<file path="src/rtl/bike_pkg.sv">
// Shared types and defaults for the bike computer arithmetic blocks.
// Holds divider FSM states, requester ids and default operand widths.
package bike_pkg;

    typedef enum logic [1:0] {
        IDLE = 2'd0,
        RUN  = 2'd1,
        DONE = 2'd2
    } div_state_t;

    localparam logic REQ_SPEED = 1'b0;
    localparam logic REQ_AVG   = 1'b1;

    localparam int unsigned DEFAULT_DIVIDEND_WIDTH = 16;
    localparam int unsigned DEFAULT_DIVISOR_WIDTH  = 16;
    localparam int unsigned DEFAULT_QUOT_WIDTH     = 12;

endpackage

</file>
<file path="src/rtl/div_step.sv">
// One combinational restoring-division step: shift in one dividend bit,
// subtract the divisor when the trial remainder is non-negative.
module div_step #(
    parameter int unsigned DIVISOR_WIDTH = bike_pkg::DEFAULT_DIVISOR_WIDTH
) (
    input  logic [DIVISOR_WIDTH:0]   rem_in,
    input  logic [DIVISOR_WIDTH-1:0] divisor,
    input  logic                     bit_in,
    output logic [DIVISOR_WIDTH:0]   rem_out,
    output logic                     q_bit
);

    localparam int unsigned RW = DIVISOR_WIDTH + 1;

    always_comb begin
        q_bit   = ({rem_in, bit_in} >= {2'b00, divisor});
        rem_out = q_bit ? RW'({rem_in, bit_in} - {2'b00, divisor})
                        : RW'({rem_in, bit_in});
    end

endmodule

</file>
<file path="src/rtl/shared_divider.sv">
// Round-robin shared sequential restoring divider for the speed and
// average-speed initiators; one quotient bit per clock, tagged ready pulse.
module shared_divider #(
    parameter int unsigned DIVIDEND_WIDTH = bike_pkg::DEFAULT_DIVIDEND_WIDTH,
    parameter int unsigned DIVISOR_WIDTH  = bike_pkg::DEFAULT_DIVISOR_WIDTH,
    parameter int unsigned QUOT_WIDTH     = bike_pkg::DEFAULT_QUOT_WIDTH
) (
    input  logic                      clock,
    input  logic                      reset,
    input  logic                      start0,
    input  logic [DIVIDEND_WIDTH-1:0] dividend0,
    input  logic [DIVISOR_WIDTH-1:0]  divisor0,
    input  logic                      start1,
    input  logic [DIVIDEND_WIDTH-1:0] dividend1,
    input  logic [DIVISOR_WIDTH-1:0]  divisor1,
    output logic                      busy,
    output logic                      ready,
    output logic                      ready_sel,
    output logic [QUOT_WIDTH-1:0]     quotient,
    output logic [DIVISOR_WIDTH-1:0]  remainder,
    output logic                      overflow,
    output logic                      div_zero
);
    import bike_pkg::*;

    localparam int unsigned CW = $clog2(DIVIDEND_WIDTH + 1);
    localparam logic [CW-1:0] COUNT_LOAD = CW'(DIVIDEND_WIDTH);

    div_state_t state;
    logic pend0, pend1, last_served, owner;
    logic [DIVIDEND_WIDTH-1:0] dq_sr;
    logic [DIVISOR_WIDTH-1:0]  dvs;
    logic [DIVISOR_WIDTH:0]    part_rem, step_rem;
    logic                      step_qbit;
    logic [CW-1:0]             count;

    logic req0, req1, accept, accept_id, accept0, accept1, quot_ovf;
    logic [DIVIDEND_WIDTH-1:0] acc_dividend, full_quot;
    logic [DIVISOR_WIDTH-1:0]  acc_divisor;

    div_step #(.DIVISOR_WIDTH(DIVISOR_WIDTH)) u_step (
        .rem_in  (part_rem),
        .divisor (dvs),
        .bit_in  (dq_sr[DIVIDEND_WIDTH-1]),
        .rem_out (step_rem),
        .q_bit   (step_qbit)
    );

    always_comb begin
        req0   = pend0 | start0;
        req1   = pend1 | start1;
        accept = (state == IDLE) && (req0 || req1);
        if (req0 && req1)
            accept_id = ~last_served;
        else if (req1)
            accept_id = REQ_AVG;
        else
            accept_id = REQ_SPEED;
        accept0      = accept && (accept_id == REQ_SPEED);
        accept1      = accept && (accept_id == REQ_AVG);
        acc_dividend = (accept_id == REQ_AVG) ? dividend1 : dividend0;
        acc_divisor  = (accept_id == REQ_AVG) ? divisor1 : divisor0;
        // Dividend bits leave at the top while quotient bits enter at the bottom.
        full_quot = {dq_sr[DIVIDEND_WIDTH-2:0], step_qbit};
        quot_ovf  = |full_quot[DIVIDEND_WIDTH-1:QUOT_WIDTH];
    end

    assign busy  = (state != IDLE);
    assign ready = (state == DONE);

    always_ff @(posedge clock) begin
        if (reset) begin
            state       <= IDLE;
            pend0       <= 1'b0;
            pend1       <= 1'b0;
            last_served <= 1'b1;
            owner       <= 1'b0;
            dq_sr       <= '0;
            dvs         <= '0;
            part_rem    <= '0;
            count       <= '0;
            ready_sel   <= 1'b0;
            quotient    <= '0;
            remainder   <= '0;
            overflow    <= 1'b0;
            div_zero    <= 1'b0;
        end else begin
            // A start coinciding with acceptance survives only if it re-requests.
            pend0 <= accept0 ? (pend0 & start0) : (pend0 | start0);
            pend1 <= accept1 ? (pend1 & start1) : (pend1 | start1);
            case (state)
                IDLE: begin
                    if (accept) begin
                        last_served <= accept_id;
                        owner       <= accept_id;
                        dq_sr       <= acc_dividend;
                        dvs         <= acc_divisor;
                        part_rem    <= '0;
                        count       <= COUNT_LOAD;
                        if (acc_divisor == '0) begin
                            state     <= DONE;
                            ready_sel <= accept_id;
                            quotient  <= '1;
                            remainder <= '0;
                            overflow  <= 1'b0;
                            div_zero  <= 1'b1;
                        end else begin
                            state <= RUN;
                        end
                    end
                end
                RUN: begin
                    part_rem <= step_rem;
                    dq_sr    <= full_quot;
                    count    <= count - CW'(1);
                    if (count == CW'(1)) begin
                        state     <= DONE;
                        ready_sel <= owner;
                        quotient  <= quot_ovf ? '1 : full_quot[QUOT_WIDTH-1:0];
                        remainder <= step_rem[DIVISOR_WIDTH-1:0];
                        overflow  <= quot_ovf;
                        div_zero  <= 1'b0;
                    end
                end
                DONE:    state <= IDLE;
                default: state <= IDLE;
            endcase
        end
    end

endmodule

</file>
<file path="config.mk">
export PLATFORM = sky130hd
export DESIGN_NAME = shared_divider
export DESIGN_NICKNAME = d
export VERILOG_FILES = /design/src/rtl/bike_pkg.sv /design/src/rtl/div_step.sv /design/src/rtl/shared_divider.sv
export SDC_FILE = /design/constraint.sdc
export NUM_CORES = 1
export LEC_CHECK = 0
export CORE_ASPECT_RATIO = 1.25
export CORE_MARGIN = 3
export CORE_UTILIZATION = 40
export CTS_CLUSTER_SIZE = 10
export DETAILED_ROUTE_END_ITERATION = 10
export GPL_TIMING_DRIVEN = 1
export PLACE_DENSITY = 0.71
export SLEW_MARGIN = 20
export SYNTH_ARGS = -nofsm -noshare
export SYNTH_HDL_FRONTEND = slang
export SYNTH_SLANG_ARGS = --single-unit
</file>
<file path="constraint.sdc">
create_clock -name clock -period 2.7 [get_ports clock]
set_clock_uncertainty 0.15 [all_clocks]
set_input_delay 0.54 -clock clock [delete_from_list [all_inputs] [get_ports clock]]
set_output_delay 0.54 -clock clock [all_outputs]
set_load 0.005 [all_outputs]
</file>
Yosys cells after proc, flatten, opt, wreduce, memory -nomap -nowiden
Index checks and enable logic that the tools add are counted.
W data, S select, Z words.
Operators by class
  add/subtract/negate cells: 2
  equal/unequal tests: 6
  reductions and logical operators: 14
  magnitude comparators: 1
  bitwise logic cells: 6
  multiplexer cells: 38
Operator list (number)
  $mux W16: 6
  $pmux W16 S2: 2
  $mux W12: 4
  $mux W17: 2
  $pmux W17 S2: 1
  $pmux W12 S2: 1
  $ge A18 B16 Y1: 1
  $sub A17 B16 Y17: 1
  $logic_not A16 Y1: 1
  $mux W1: 13
  $pmux W5 S2: 1
  $mux W2: 3
  $pmux W1 S2: 3
  $reduce_and A2 Y1: 3
  $eq A5 B1 Y1 const B: 1
  $mux W5: 1
  $sub A5 B1 Y5 const B: 1
  $logic_and A1 B1 Y1: 4
  $ne A2 B2 Y1 const B: 2
  $pmux W2 S2: 1
  $reduce_and A4 Y1: 1
  $reduce_bool A2 Y1: 2
  $reduce_or A4 Y1: 1
  $and A1 B1 Y1: 2
  other kinds (7): 9
Storage, ports and cells
  logic and storage cells: 81
  output and inout bits: 33
  input bits: 68
  flip-flop bits (word level): 91

Longest topological paths before layout
  depth after elaboration: 8
  gate-level depth with buffers: 11

Modules after synthesis
Synthesis repeated with hierarchy kept, for this count alone.
Second synthesis, totals
  cell total of the unflattened synthesis: 610
  area total of the unflattened synthesis: 5047.3 um^2
By module, submodules not included
  shared_divider: cells each 451, instances 1, seq. area each 1821.7 um^2, area each 3978.8 um^2
  div_step: cells each 159, instances 1, seq. area each 0.0 um^2, area each 1068.5 um^2

Least setup slack after synthesis
Ideal clock, no wire load.
  path type: reg2reg
  from: register dvs[11]
  to: register part_rem[7]
  path slack: 216 ps
  period minus slack after synthesis: 2484 ps
  library setup time: 117 ps
  arrival: 2217 ps
  path buffers: 1
  cell stages (with the launch flop): 11
  path through: dfxtp_1 > inv_1 > ha_1 > buf_6 > a21o_1 > a21oi_2 > o211a_1 > o21ai_2 > a211oi_4 > mux2_2 > a22o_1
Between the ends
  longest elaborated chain between the ends: 3
RTL lines
  start: declaration: line shared_divider.sv:32  | logic [DIVISOR_WIDTH-1:0] dvs;
  start signal: assignment: line shared_divider.sv:97  | dvs <= acc_divisor;
  $ge A18 B16 Y1: line div_step.sv:16  | q_bit = ({rem_in, bit_in} >= {2'b00, divisor});
  $mux W17: line div_step.sv:17  | rem_out = q_bit ? RW'({rem_in, bit_in} - {2'b00, divisor})
  $pmux W17 S2: line shared_divider.sv:91  | case (state)
  end signal: assignment: line shared_divider.sv:113  | part_rem <= step_rem;
  end: declaration: line shared_divider.sv:33  | logic [DIVISOR_WIDTH:0] part_rem, step_rem;
Every way passes these cells.
A chain may end at the register's enable or synchronous reset.

Worst setup path after layout
  from: register dvs[7]
  to: register part_rem[7]
Between the ends
  longest elaborated chain between the ends: 3
  elaborated cells between the ends (all ways): 4
RTL lines (line)
  $sub A17 B16 Y17 / $ge A18 B16 Y1 (equally long branches): div_step.sv:17, div_step.sv:16
  $mux W17 *: div_step.sv:17
  $pmux W17 S2 *: shared_divider.sv:91
Every way passes the cells marked *; elsewhere a longest branch is shown, timed or not.

==> run summary <==
GLOBAL ROUTE
-------------------------------------------------------------------------------------
Overall track demand over capacity in global routing                            0.195
Total gr overflow                                                                   0
Global-route wire length before repair                                       21500 um
Number of global-route vias before repair                                        4540
Antenna violations before repair                                                    0
Largest net degree at the start of global routing                                  36

CRITICAL PATH
-------------------------------------------------------------------------------------
Cell at the slowest stage of the critical path                           sky130_fd_sc_hd__mux2_2
Endpoint arrival time on the critical path                                    2.70 ns
Critical-path maximum fanout                                                        5
Buf+Inv Stages, Crit Path                                                           2
Crit path max-delay family                                               compound AO/OA/AOI/OAI gates
Crit Path Class                                                            reg -> reg
Worst Path Required                                                           2.79 ns
Critical path depth                                                                10
Startpoint types                                                             register
Capturing element type of the critical path                                  register
Crit path largest cell delay                                                  0.40 ns
Cell breakdown of the critical path                                      inv_1 > ha_2 > buf_4 > o211ai_1 > a21o_1 > a21oi_2 > and2_4 > a211oi_4 > mux2_2 > a22o_1
Depth of the most critical reg-to-reg path                                         10

STA
-------------------------------------------------------------------------------------
RSZ-0062 raised after global routing                                              yes
Top achievable clock speed                                                    382 MHz
Fraction of the cycle the final worst path needs                                0.969
Worst Max-Slew Pin Slew                                                      0.464 ns
Hold WS                                                                      0.311 ns
Setup ws final                                                              0.0824 ns
Endpoints failing setup                                                             0
Final period demand of the worst path                                         2.62 ns
Tightest slew margin relative to the limit                                      0.691
Number of pins exceeding their max-slew limit in the final report                   0
Final number of hold-violating endpoints                                            0

PLACEMENT
-------------------------------------------------------------------------------------
Worst setup slack before clock tree synthesis                               -0.217 ns
RD Place Congestion                                                             0.893
Placed cell areas                                                        0.00622 sq mm
Post-Place Cells                                                                  828
Half-perimeter wire length after placement                                   10200 um
Number of I/O port buffers                                                        100

FLOORPLAN
-------------------------------------------------------------------------------------
Number of rows in the core area                                                    44
Top-level port count                                                              101
Core ar.                                                                 0.0117 sq mm
Starting density of the core                                                    0.410
Height of the chip                                                             128 um
Overall die area                                                         0.0133 sq mm
Horizontal die dimension                                                       104 um

PWR
-------------------------------------------------------------------------------------
Max rail drop VDD                                                            0.413 mV
Leakage Power                                                                 2.73 nW
PD cells                                                                  773 mW/mm^2
Sum of internal, switching and leakage power                                0.00510 W

FINAL LAYOUT
-------------------------------------------------------------------------------------
Share of cells above drive strength 1                                           0.153
Fin area                                                                 0.00660 sq mm
Antenna Cells                                                                       0
Syn-to-layout area delta                                                        37.9%
Number of nets in the layout                                                      767
Final std cells w/o fill                                                          846
Final-layout fill cell count                                                     1055

CLOCK NETWORK
-------------------------------------------------------------------------------------
Clock latency of the later-clocked register in the worst-skew pair            0.34 ns
TritonCTS sink count                                                               91
Maximum buffer depth of the clock tree                                              2
Level count of the clock H-tree                                                     3
Clock-pin slew of the registers on the worst-case setup and hold paths        0.07 ns
Clock tree from TritonCTS                                                        done
Root buffer selected by CTS                                              sky130_fd_sc_hd__clkbuf_16
Number of buffers created by CTS                                                    9

YOSYS
-------------------------------------------------------------------------------------
Count of unique library cells instantiated by Yosys                                57
Dominant cells by area after synthesis                                   sky130_fd_sc_hd__dfxtp_1 38%, sky130_fd_sc_hd__mux2i_1 7.5%, sky130_fd_sc_hd__nor2_1 6.7%
Synth warn                                                                          0
Fraction of post-synthesis cell area in the top cell type by area               0.381
Number of synthesized flops with an enable pin                                      0
Most area-hungry cell type in the Yosys netlist                          sky130_fd_sc_hd__dfxtp_1
Leading register cell type out of synthesis                              sky130_fd_sc_hd__dfxtp_1
Proportion of synthesized chip area in sequential cells                         0.381
Synthesized area divided by synthesized cell count                         8.65 sq um
Number of instances in the synthesized netlist                                    553
Synthesized Nets                                                                  640
Syn Std Cell Area                                                        0.00478 sq mm
Yosys reg bits                                                                     91
Async set-or-reset flop fraction in the synthesized netlist                         0

ROUTING
-------------------------------------------------------------------------------------
DRC viols                                                                           0
Detailed-route vias per instance                                                 5.45
Number of DRC markers after the initial detailed-route iteration                  185
Antenna Nets Post-Route                                                             0
Post-detailed-routing wire length                                            13200 um
Number of detailed-route iterations in the first pass                               5
Via count                                                                        4608
Routed wire per std cell                                                      15.6 um

JOB
-------------------------------------------------------------------------------------
Maximum capacitance violations                                                      0

WORST HOLD PATH
-------------------------------------------------------------------------------------
Worst hold path class                                                      reg -> reg
WHS Path Cells                                                                      2

STATUS
-------------------------------------------------------------------------------------
Status                                                                      completed

==> what timing repair did <==
action                     CTS  global route
setup buffers                0             2
hold buffers                 0             0
gates resized for setup      2            19
setup endpoints to repair    4            31
pin swaps                    0             5
==> cells in the final DEF, fill, tap and decap left out, drive strengths merged, types with 18 or more instances in the layout <==
cell type / count
buf: 47
ha: 18
clkdlybuf4s50: 99
dfxtp: 91
o21ai: 30
inv: 26
mux2i: 36
a211oi: 21
nand2: 44
nor2: 89
a21oi: 30
==> flip-flops by register name, summed over array words and instances (netlist names) <==
| register | count |
|---|---|
| count | 5 |
| div_zero | 1 |
| dq_sr | 16 |
| dvs | 16 |
| last_served | 1 |
| overflow | 1 |
| owner | 1 |
| part_rem | 17 |
| pend0 | 1 |
| pend1 | 1 |
| quotient | 12 |
| ready_sel | 1 |
| remainder | 16 |
| state | 2 |
==> cell type report <==
| class | instances | area (sq um) | share of cell area |
|---|---|---|---|
| clock buffers | 9 | 225 | 0.0341 |
| flip-flops and latches | 91 | 1820 | 0.276 |
| well taps | 161 | 201 | 0.0305 |
| inverters | 22 | 82.6 | 0.0125 |
| repair buffers | 146 | 1390 | 0.210 |
| multi-input cells | 410 | 2820 | 0.427 |
| clock inverters | 7 | 60.1 | 0.00910 |
==> metrics by stage <==
stage	util	setup TNS, ns
floorplan	-	0
global placement	0.533	-2.64
detailed placement	0.533	-4.04
CTS	0.558	0
global route	0.566	-0.150
finish	0.566	0
==> Yosys cell counts, types with 7 or more instances <==
cell	count
sky130_fd_sc_hd__dfxtp_1	91
sky130_fd_sc_hd__nor2_1	86
sky130_fd_sc_hd__nand2_1	44
sky130_fd_sc_hd__mux2i_1	36
sky130_fd_sc_hd__a21oi_1	27
sky130_fd_sc_hd__o21ai_0	25
sky130_fd_sc_hd__inv_1	22
sky130_fd_sc_hd__a211oi_1	20
sky130_fd_sc_hd__clkbuf_1	19
sky130_fd_sc_hd__ha_1	18
sky130_fd_sc_hd__nor3_1	13
sky130_fd_sc_hd__mux2_2	12
sky130_fd_sc_hd__nor4_1	12
sky130_fd_sc_hd__a22o_1	11
sky130_fd_sc_hd__a222oi_1	10
sky130_fd_sc_hd__xnor2_1	9
sky130_fd_sc_hd__buf_2	7
sky130_fd_sc_hd__nor2b_1	7
==> cell families (layout without fill, tap and decap cells) <==
group                    after synthesis  in the layout  synth area share
AND/OR/NAND/NOR                      190            190             0.179
XOR/XNOR                              12             12            0.0220
adder cells (fa/ha/maj)               19             19            0.0513
AO/OA/AOI/OAI                        141            141             0.217
flip-flops                            91             91             0.381
multiplexers                          48             48             0.104
buffers and inverters                 52            184            0.0473
==> worst min-delay path: stages (launching register included) <==
cell and delay [ns]:
sky130_fd_sc_hd__dfxtp_1 0.33, sky130_fd_sc_hd__nand2_1 0.04, sky130_fd_sc_hd__o21ai_0 0.05
==> power breakdown <==
group | switching, W | leakage (nW) | internal (W)
sequential | 0.000142 | 0.747 | 0.00154
clock | 0.000568 | 0.143 | 0.000642
combinational | 0.00112 | 1.84 | 0.00109
total | 0.00183 | 2.73 | 0.00327
==> layer usage <==
metal / global-route usage / share of wire
met1: 0.226 / 0.40
met2: 0.365 / 0.52
met3: 0.0332 / 0.056
met4: 0.0618 / 0.019
met5: 0 / 0
==> worst paths after layout <==
path             endpoint    startpoint  slack, ns
max           part_rem[7]        dvs[7]       0.08
max reg2reg   part_rem[7]        dvs[7]       0.08
min          remainder[3]  remainder[3]       0.31
min reg2reg  remainder[3]  remainder[3]       0.31
Power figures use the tool's default switching activity.
